**src/rtl/cpu_pkg.sv**
```systemverilog
// Shared pipeline-control types and constants for the 5-stage core.
package cpu_pkg;

  typedef enum logic {
    RUN    = 1'b0,
    MCBUSY = 1'b1
  } hazard_state_t;

  localparam logic [4:0] REG_ZR = 5'd31;

  localparam int MUL_LAT_DEF = 4;
  localparam int DIV_LAT_DEF = 16;

endpackage

```
**src/rtl/sat_counter.sv**
```systemverilog
// Saturating up-counter with synchronous clear; holds at all-ones.
module sat_counter #(
  parameter int W = 32
) (
  input  logic         clk,
  input  logic         srst,
  input  logic         inc,
  output logic [W-1:0] count
);

  logic [W-1:0] count_q;
  logic [W-1:0] count_d;

  always_comb begin
    count_d = count_q;
    if (inc && (count_q != {W{1'b1}})) begin
      count_d = count_q + 1'b1;
    end
  end

  always_ff @(posedge clk) begin
    if (srst) begin
      count_q <= '0;
    end else begin
      count_q <= count_d;
    end
  end

  assign count = count_q;

endmodule

```
**src/rtl/hazard_ctrl.sv**
```systemverilog
// Stall/bubble/flush sequencing for load-use, multi-cycle MUL/SDIV and taken
// branches, plus a saturating stalled-cycle counter.
module hazard_ctrl
  import cpu_pkg::*;
#(
  parameter int MUL_LAT = MUL_LAT_DEF,
  parameter int DIV_LAT = DIV_LAT_DEF,
  parameter int CNT_W   = 5,
  parameter int PERF_W  = 32
) (
  input  logic              clk,
  input  logic              reset,
  input  logic [4:0]        Rn_DEC,
  input  logic [4:0]        Rm_DEC,
  input  logic [4:0]        Rd_DEC,
  input  logic              UsesRn_DEC,
  input  logic              UsesRm_DEC,
  input  logic              UsesRd_DEC,
  input  logic              MultiCycle_DEC,
  input  logic              IsDiv_DEC,
  input  logic              BrTaken_DEC,
  input  logic [4:0]        Rd_EX,
  input  logic              RegWrite_EX,
  input  logic              MemRead_EX,
  output logic              PCWrite,
  output logic              IFIDWrite,
  output logic              IDEXWrite,
  output logic              IDEXBubble,
  output logic              EXMEMBubble,
  output logic              IFIDFlush,
  output logic              Busy,
  output logic [PERF_W-1:0] StallCycles
);

  // Busy counter preload is LAT-2 so that MCBUSY lasts exactly LAT-1 cycles.
  localparam logic [CNT_W-1:0] MUL_CNT = CNT_W'((MUL_LAT >= 2) ? (MUL_LAT - 2) : 0);
  localparam logic [CNT_W-1:0] DIV_CNT = CNT_W'((DIV_LAT >= 2) ? (DIV_LAT - 2) : 0);
  localparam bit MUL_MC = (MUL_LAT >= 2);
  localparam bit DIV_MC = (DIV_LAT >= 2);

  hazard_state_t    state_q, state_d;
  logic [CNT_W-1:0] cnt_q, cnt_d;
  logic             lu;
  logic             lat_multi;

  assign lu = MemRead_EX && RegWrite_EX && (Rd_EX != REG_ZR) &&
              ((UsesRn_DEC && (Rn_DEC == Rd_EX)) ||
               (UsesRm_DEC && (Rm_DEC == Rd_EX)) ||
               (UsesRd_DEC && (Rd_DEC == Rd_EX)));

  assign lat_multi = IsDiv_DEC ? DIV_MC : MUL_MC;

  always_comb begin
    state_d     = state_q;
    cnt_d       = cnt_q;
    PCWrite     = 1'b1;
    IFIDWrite   = 1'b1;
    IDEXWrite   = 1'b1;
    IDEXBubble  = 1'b0;
    EXMEMBubble = 1'b0;
    IFIDFlush   = 1'b0;
    Busy        = 1'b0;
    if (!reset) begin
      case (state_q)
        RUN: begin
          if (lu) begin
            PCWrite    = 1'b0;
            IFIDWrite  = 1'b0;
            IDEXBubble = 1'b1;
          end else begin
            IFIDFlush = BrTaken_DEC;
            if (MultiCycle_DEC && lat_multi) begin
              state_d = MCBUSY;
              cnt_d   = IsDiv_DEC ? DIV_CNT : MUL_CNT;
            end
          end
        end
        MCBUSY: begin
          PCWrite     = 1'b0;
          IFIDWrite   = 1'b0;
          IDEXWrite   = 1'b0;
          EXMEMBubble = 1'b1;
          Busy        = 1'b1;
          if (cnt_q == '0) begin
            state_d = RUN;
          end else begin
            cnt_d = cnt_q - 1'b1;
          end
        end
        default: state_d = RUN;
      endcase
    end
  end

  always_ff @(posedge clk) begin
    if (reset) begin
      state_q <= RUN;
      cnt_q   <= '0;
    end else begin
      state_q <= state_d;
      cnt_q   <= cnt_d;
    end
  end

  sat_counter #(.W(PERF_W)) u_stall_cnt (
    .clk   (clk),
    .srst  (reset),
    .inc   (!PCWrite && !reset),
    .count (StallCycles)
  );

endmodule

```
**config.mk**
```make
export PLATFORM = sky130hd
export DESIGN_NAME = hazard_ctrl
export DESIGN_NICKNAME = d
export VERILOG_FILES = /design/src/rtl/cpu_pkg.sv /design/src/rtl/sat_counter.sv /design/src/rtl/hazard_ctrl.sv
export SDC_FILE = /design/constraint.sdc
export NUM_CORES = 1
export LEC_CHECK = 0
export ABC_AREA = 0
export ABC_CLOCK_PERIOD_IN_PS = 10500
export CAP_MARGIN = 0
export CORE_UTILIZATION = 51
export DETAILED_ROUTE_END_ITERATION = 8
export PLACE_DENSITY = 0.86
export SLEW_MARGIN = 40
export SYNTH_ARGS = -nofsm -noshare
export SYNTH_HDL_FRONTEND = slang
export SYNTH_HIERARCHICAL = 1
export SYNTH_SLANG_ARGS = --single-unit
```
**constraint.sdc**
```tcl
create_clock -name clk -period 10.5 [get_ports clk]
set_clock_uncertainty 0.2 [all_clocks]
set_input_delay 3.15 -clock clk [delete_from_list [all_inputs] [get_ports clk]]
set_output_delay 3.15 -clock clk [all_outputs]
set_load 0.03 [all_outputs]
```
==> flow_summary.json <==
{
  "vias": 2384,
  "portBuffers": 68,
  "cts-root-buf": "clkbuf_8",
  "async_flop_share": 0,
  "timing.final.crit_share": 0.8339,
  "cp_max_fo": 4,
  "avgViaCountPerCell": 6.097,
  "synth-edff-count": 0,
  "hold_class": "register to register",
  "synthCells": 279,
  "synth.avg_cell_area_um2": 8.180,
  "cap_violations": 0,
  "dr.pass1.iters": 4,
  "rr_startpoint": "state_q",
  "grt_pass1_vias": 2196,
  "ys_seq_area_frac": 0.3333,
  "clock_latency_ns": 0.29,
  "p_leak_nw": 1.002,
  "final_cell_mix": "67 x clkdlybuf4s50_1, 38 x dfxtp_1, 26 x a21oi_1",
  "drtIter0Drc": 148,
  "grt_usage": 0.2710,
  "rows": 23,
  "gp_congestion": 0.8460,
  "fillCellCount": 339,
  "ant_nets": 0,
  "avgRoutedWirePerCell_um": 15.16,
  "htree_num_levels": 2,
  "slew_viol_final": 0,
  "cts_sinks": 38,
  "reg2reg_depth": 7,
  "cts_tree": "built",
  "layout_min_cycle_time_ns": 8.755,
  "worst_pin_slew_ns": 0.6477,
  "path_class": "primary input to output port",
  "grt_max_degree": 26,
  "ioPinCount": 69,
  "dieArea_um2": 4747,
  "synth_fp_nets": 312,
  "rsz0062_at_grt": "false",
  "reg2reg_to": "u_stall_cnt/count[31]",
  "critPathLaunchType": "primary input",
  "hold_viol": 0,
  "timing.fmax_ghz": 0.1142,
  "regToRegSetupSlack_ns": 7.12,
  "cts_inserted_buffers": 5,
  "finalSetupTns_ns": 0,
  "seqCellArea_um2": 760.7,
  "end_kind": "output port",
  "outcome": "complete, no violations",
  "cts_hold_buf": 0,
  "cts_resized": 0,
  "setup_viol": 0,
  "clk_pin_slew_ns": 0.07,
  "core_um2": 4144,
  "hpwlAfterDp_mm": 4.326,
  "dp.cells": 384,
  "synthesis.area_um2": 2282,
  "ys_ff_latch": 38,
  "syn2layout_area_growth_pct": 34.05,
  "multiInputGateArea_um2": 1439,
  "whs_ns": 0.2555,
  "clockBufferDepth": 2,
  "grt_pass1_wl_mm": 9.597,
  "nets": 374,
  "antenna_found_initial": 0,
  "remaining_drc_errors": 0,
  "postRouteWirelength_mm": 5.928,
  "required_ns": 7.15,
  "power.density_nw_per_um2": 100.6,
  "layout.cells.most_common": "clkdlybuf4s50_1",
  "synth.distinct_cells": 48,
  "fin_cells": 391,
  "cp-endpoint": "IDEXBubble",
  "antenna_cells": 0,
  "start_util": 0.5507,
  "postCtsSetupBuffers": 0,
  "relSlewSlack": 0.5649,
  "irDropWorstVdd_mv": 0.05563,
  "cp_data_arrival_time_ns": 5.41,
  "startpoint": "Rd_EX[3]",
  "synthFlopType": "dfxtp_1",
  "overflow": 0,
  "ys_warn_count": 6,
  "dieWidth_um": 68.90,
  "die-height_um": 68.90,
  "drive_gt1_frac": 0.06158
}
## metrics by stage
step           setup WS [ns]  total power [W]  cell area (µm²)  utilization
5_1_grt                1.548        0.0003209             3059       0.7382
2_1_floorplan          2.577        0.0001922             2282            -
3_5_place_dp           1.752        0.0002159             2974       0.7177
4_1_cts                1.721        0.0003088             3050       0.7361
3_3_place_gp           1.800        0.0002139             2979       0.7189
6_report               1.745        0.0003077             3059       0.7382
## cell type report
cell class	instances	share of cell area
inverters	8	0.009816
clock buffers	7	0.02495
multi-input cells	218	0.4703
flip-flops and latches	38	0.2487
well taps	50	0.02045
repair buffers	70	0.2258
## state kept, by name (all words and copies together) (netlist names)
signal,count
u_stall_cnt/count,32
cnt_q,5
state_q,1
## how the worst min path moves through the flow
stage | depth (start not counted) | slack (ns) | end | start
2_1_floorplan | 2 | 0.23 | cnt_q[1] | cnt_q[1]
3_3_place_gp | 2 | 0.24 | cnt_q[1] | cnt_q[1]
3_5_place_dp | 2 | 0.25 | cnt_q[1] | cnt_q[1]
4_1_cts | 2 | 0.26 | cnt_q[1] | cnt_q[1]
5_1_grt | 2 | 0.29 | cnt_q[1] | cnt_q[1]
6_report | 2 | 0.26 | cnt_q[1] | cnt_q[1]
## cells by family (layout without fill, tap and decap cells)
| kind of cell | Yosys count | in the layout | synth area share |
|---|---|---|---|
| compound gates | 68 | 68 | 0.2007 |
| xor+xnor | 22 | 22 | 0.08443 |
| fa+ha+maj | 3 | 3 | 0.01645 |
| buf+inv | 23 | 85 | 0.04276 |
| flops | 38 | 38 | 0.3333 |
| mux | 3 | 3 | 0.01425 |
| simple gates | 122 | 122 | 0.3081 |
## cells in the mapped netlist, types with 7 or more instances
cell / instances / share of area
a21oi_1: 26 / 0.057
clkbuf_1: 10 / 0.016
dfxtp_1: 38 / 0.33
inv_1: 8 / 0.013
nand2_1: 17 / 0.028
nand3_1: 15 / 0.033
nand4_1: 10 / 0.027
nor2_1: 20 / 0.033
nor4_1: 7 / 0.019
o21ai_0: 12 / 0.026
o31ai_1: 12 / 0.039
or3_1: 10 / 0.027
or4_1: 12 / 0.039
xnor2_1: 9 / 0.035
xor2_1: 13 / 0.050
## routing by layer
metal,global-route usage,share of wire
met5,0,0
met3,0.04934,0.045
met1,0.3250,0.44
met2,0.4612,0.50
met4,0.1327,0.019
## critical path, stage by stage
cell	delay [ns]
clkdlybuf4s50_1	0.50
xor2_1	0.21
nor4_2	0.30
a32oi_2	0.19
nand2_1	0.11
nand2_1	0.10
nor3_1	0.14
clkdlybuf4s50_1	0.69
## report_power, final
group          internal [W]   total, W  leakage [nW]  switching, W
clock             0.0000457  0.0000946        0.0383     0.0000489
combinational     0.0000286  0.0000602         0.656     0.0000316
sequential         0.000148   0.000153         0.307    0.00000465
total              0.000223   0.000308          1.00     0.0000851
Note: power is estimated with default switching activity, not from simulation.
